$ cat config.mk
export PLATFORM = sky130hd
export DESIGN_NAME = stream_mux
export DESIGN_NICKNAME = d
export VERILOG_FILES = /design/src/rtl/stream_mux_pkg.sv /design/src/rtl/rr_arbiter.sv /design/src/rtl/stream_mux.sv
export SDC_FILE = /design/constraint.sdc
export NUM_CORES = 1
export LEC_CHECK = 0
export CAP_MARGIN = 20
export CELL_PAD_IN_SITES_DETAIL_PLACEMENT = 1
export CELL_PAD_IN_SITES_GLOBAL_PLACEMENT = 1
export CORE_MARGIN = 4
export CORE_UTILIZATION = 24
export DETAILED_ROUTE_END_ITERATION = 16
export GPL_TIMING_DRIVEN = 0
export PLACE_DENSITY_LB_ADDON = 0.15
export SLEW_MARGIN = 20
export SYNTH_ARGS = -nofsm -noshare
export SYNTH_HDL_FRONTEND = slang
export SYNTH_HIERARCHICAL = 1
export SYNTH_SLANG_ARGS = --single-unit
export TNS_END_PERCENT = 5
$ cat constraint.sdc
create_clock -name clk -period 5.3 [get_ports clk]
set_clock_uncertainty 0.05 [all_clocks]
set_input_delay 1.06 -clock clk [delete_from_list [all_inputs] [get_ports clk]]
set_output_delay 1.06 -clock clk [all_outputs]
set_load 0.03 [all_outputs]
$ cat src/rtl/stream_mux_pkg.sv
// stream_mux_pkg: mode enum, channel-index width helper and one-hot check shared by stream_mux and rr_arbiter
package stream_mux_pkg;
   typedef enum logic {MUX_SEL_EXT, MUX_SEL_RR} mux_mode_e;
   function automatic int ch_w(input int n);
      return (n > 1) ? $clog2(n) : 1;
   endfunction
   function automatic logic is_onehot(input logic [15:0] v);
      return (v != '0) && ((v & (v - 16'd1)) == '0);
   endfunction
endpackage

$ cat src/rtl/rr_arbiter.sv
// rr_arbiter: round-robin grant over req starting at an internal pointer (clk, reset_n, req, advance -> grant, grant_idx); pointer moves past the winner on advance
module rr_arbiter
   import stream_mux_pkg::*;
#(
   parameter int NUM_CH = 4,
   localparam int CH_W = ch_w(NUM_CH)
)(
   input  logic              clk,
   input  logic              reset_n,
   input  logic [NUM_CH-1:0] req,
   input  logic              advance,
   output logic [NUM_CH-1:0] grant,
   output logic [CH_W-1:0]   grant_idx
);
   logic [CH_W-1:0] ptr;
   logic found;
   int c;
   always_comb begin
      grant = '0;
      grant_idx = '0;
      found = 1'b0;
      c = 0;
      for (int i = 0; i < NUM_CH; i++) begin
         c = (int'(ptr) + i) % NUM_CH;
         if (!found && req[c]) begin
            found = 1'b1;
            grant[c] = 1'b1;
            grant_idx = CH_W'(c);
         end
      end
   end
   always_ff @(posedge clk)
      if (!reset_n) ptr <= '0;
      else if (advance) ptr <= (grant_idx == CH_W'(NUM_CH - 1)) ? '0 : grant_idx + 1'b1;
endmodule

$ cat src/rtl/stream_mux.sv
// stream_mux: NUM_CH:1 valid/ready mux with one output register (clk, reset_n, in_valid_i/in_data_i/in_ready_o, sel_i, out_valid_o/out_data_o/out_ch_o/out_ready_i, sel_err_o)
module stream_mux
   import stream_mux_pkg::*;
#(
   parameter int        NUM_CH = 4,
   parameter int        DATA_W = 1,
   parameter mux_mode_e MODE   = MUX_SEL_EXT,
   localparam int       CH_W   = ch_w(NUM_CH)
)(
   input  logic                     clk,
   input  logic                     reset_n,
   input  logic [NUM_CH-1:0]        in_valid_i,
   input  logic [NUM_CH*DATA_W-1:0] in_data_i,
   output logic [NUM_CH-1:0]        in_ready_o,
   input  logic [NUM_CH-1:0]        sel_i,
   output logic                     out_valid_o,
   output logic [DATA_W-1:0]        out_data_o,
   output logic [CH_W-1:0]          out_ch_o,
   input  logic                     out_ready_i,
   output logic                     sel_err_o
);
   logic load_en, hs;
   logic [NUM_CH-1:0] grant;
   logic [CH_W-1:0] grant_idx;
   assign load_en = !out_valid_o || out_ready_i;
   assign in_ready_o = reset_n ? (grant & {NUM_CH{load_en}}) : '0;
   assign hs = |(in_valid_i & in_ready_o);
   generate
      if (MODE == MUX_SEL_RR) begin : g_rr
         rr_arbiter #(.NUM_CH(NUM_CH)) u_arb (
            .clk       (clk),
            .reset_n   (reset_n),
            .req       (in_valid_i),
            .advance   (hs),
            .grant     (grant),
            .grant_idx (grant_idx)
         );
      end else begin : g_ext
         // multi-hot select grants nothing, so the index from a multi-hot sel_i is never used
         always_comb begin
            grant = is_onehot(16'(sel_i)) ? sel_i : '0;
            grant_idx = '0;
            for (int i = 0; i < NUM_CH; i++)
               if (sel_i[i]) grant_idx = CH_W'(i);
         end
      end
   endgenerate
   always_ff @(posedge clk)
      if (!reset_n) begin
         out_valid_o <= 1'b0;
         out_data_o  <= '0;
         out_ch_o    <= '0;
         sel_err_o   <= 1'b0;
      end else begin
         sel_err_o <= (MODE == MUX_SEL_EXT) && (sel_i != '0) && !is_onehot(16'(sel_i));
         if (load_en) out_valid_o <= hs;
         if (hs) begin
            out_data_o <= in_data_i[grant_idx*DATA_W +: DATA_W];
            out_ch_o   <= grant_idx;
         end
      end
endmodule

==> out/metrics.yaml <==
global_routing:
  antenna_found_initial: 0
  track_usage: 0.118
  first_global_vias: 422
  grt_max_degree: 11
  grt_overflow_total: 0
  grt_pass1_wl_um: 1750
worst_setup_path:
  end_kind: "output port"
  r2r_start: "out_valid_o"
  required_ns: 4.19
  timing.rr.end: "out_ch_o[1]"
  worstSetupPathType: "input pin to output port"
  arrival_ns: 3.38
  rrSetupSlack_ns: 4.33
  cp-start-kind: "input pin"
  reg2regPathDepth: 3
  worstPathMaxFanout: 7
placed_design:
  hpwl_um: 815
  routabilityCongestion: 0.690
  numPortBuffers: 20
  pre_cts_ws_ns: 0.791
sta:
  fin_crit_sh: 0.847
  min_period_ns: 4.49
  fmax_mhz: 223
  final_hold_viol_count: 0
  slew_violations: 0
  rsz0062_at_grt: "no"
  slew_headroom: 0.767
  finalSetupViolCount: 0
  worst_pin_slew_ns: 0.349
  setup_slack_ns: 0.812
  setup-tns-final_ns: 0
route:
  wl_per_cell_um: 12.2
  vias: 420
  detail_route.vias_per_cell: 5.06
  remaining_drc_errors: 0
  dr.first_iter.drc_count: 0
  antenna_left: 0
  dr.pass1.iters: 1
  routed_wl_um: 1010
clock_tree:
  postCtsSetupRepairBufs: 0
  cts_hold_buf: 0
  ctsResizeCount: 0
  cts_tree: "done"
  clock-root-buffer: "clkbuf_4"
  path_clk_slew_ns: 0.04
  cts_sinks: 5
  numCtsBuffers: 3
  clkLatencyLatePin_ns: 0.24
  clock_path_buffers: 2
  htreeDepth: 1
synthesis:
  ys_ff_latch: 5
  syn_inst: 44
  synth_nets: 59
  synthTopCellsByArea: "dfxtp_1, a21oi_1, and3_1, a22oi_1, buf_6"
  synth_warnings: 6
  synthArstFlopShare: 0
  synth_edf_count: 0
  syn_area_um2: 367
  ys.flop_type: "dfxtp_1"
  netlist_top_cells_count: "a21oi_1, dfxtp_1, inv_1"
  ys_types: 20
  syn_area_per_cell_um2: 8.33
  synth_seq_area_share: 0.273
  synth_top_area_share: 0.273
  synth.largest_area_cell: "dfxtp_1"
floorplanning:
  io_pins: 24
  start_util: 0.268
  die_h_um: 47.1
  std_cell_rows: 13
  die-area_um2: 2220
  core_um2: 1370
  die_x_um: 47.1
cells_and_area:
  final_util: 0.448
  antenna_cells: 0
  drive_gt1_frac: 0.132
  area_delta_synth_final_pct: 66.9
  nNetsFinal: 84
power_and_ir_drop:
  vdd_drop_max_mv: 0.0684
  power_density_nw_per_um2: 211
  p_leak_uw: 0.000260
min_path:
  hold_path_startpoint: "out_data_o"
  hold_class: "flop to flop"
  hold_end: "out_data_o"
  hold_path_depth: 2
outcome:
  status: "complete, no violations"
run:
  drv_cap: 0
==> per-layer routing <==
metal	part of all wire	global-route usage	vias to the layer above
li1	-	-	208
met1	0.45	0.131	188
met2	0.43	0.179	20
met3	0.079	0.0307	4
met4	0.036	0.116	0
met5	0	0	-
==> report_power, final <==
part           leakage [uW]  total (uW)  internal [uW]  switching [uW]
combinational      0.000204        43.6           22.3            21.2
sequential        0.0000410        41.5           40.3            1.17
clock             0.0000150        43.9           28.5            15.5
==> worst max-delay path, cell delays in order <==
cell and delay (ns):
clkdlybuf4s50_1 0.52, or4b_1 0.58, o311ai_2 0.13, and2_4 0.25, and3_1 0.16, clkdlybuf4s50_1 0.67
==> layout make-up <==
cell class                      count  area, um2
Multi-Input combinational cell     31        220
Timing Repair Buffer               20        200
Tap cell                           15       18.8
Clock buffer                        4       26.3
Sequential cell                     5        100
Buffer                              3       27.5
Inverter                            5       18.8
Fill cell                         175        754
==> registers in the layout, summed over array words and instances (netlist names) <==
name and flops:
out_ch_o 2, out_data_o 1, out_valid_o 1, sel_err_o 1
==> worst max path at each step <==
stage                  start            end  slack [ns]  cells after the start
global route        sel_i[0]  in_ready_o[2]        0.70                      6
finish              sel_i[0]  in_ready_o[0]        0.81                      6
floorplan           sel_i[3]  in_ready_o[0]        1.82                      5
detailed placement  sel_i[0]  in_ready_o[2]        0.79                      6
CTS                 sel_i[0]  in_ready_o[0]        0.79                      6
global placement    sel_i[0]  in_ready_o[2]        0.81                      6
==> metrics by stage <==
stage               cell area (um2)  total power, uW  hold WS, ns  cells
global route                    612              138        0.443     83
global placement                586             86.0        0.400     79
floorplan                       367             67.0        0.532     44
CTS                             612              132        0.417     83
detailed placement              586             86.3        0.414     79
finish                          612              129        0.411     83
==> cell usage in the layout (no fill, tap or decap), types with 2 or more instances in the layout <==
cell / synthesis / routed
mux2i_1: 2 / 2
clkbuf_4: 0 / 3
and3_1: 4 / 4
nand2_1: 4 / 4
nor3_1: 2 / 2
a21oi_1: 5 / 5
inv_1: 5 / 5
clkdlybuf4s50_1: 0 / 20
dfxtp_1: 5 / 5
buf_6: 2 / 2
a22oi_1: 3 / 3
or4b_1: 2 / 2
==> logic make-up (layout without fill, tap and decap cells) <==
logic type	Yosys count	in the layout	synth area share
XOR/XNOR	1	1	0.0239
multiplexers	2	2	0.0546
AO/OA/AOI/OAI	12	12	0.253
buffers and inverters	8	32	0.126
flip-flops	5	5	0.273
AND/OR/NAND/NOR	15	15	0.242
adder cells (fa/ha/maj)	1	1	0.0273
(Power assumes the default switching activity.)
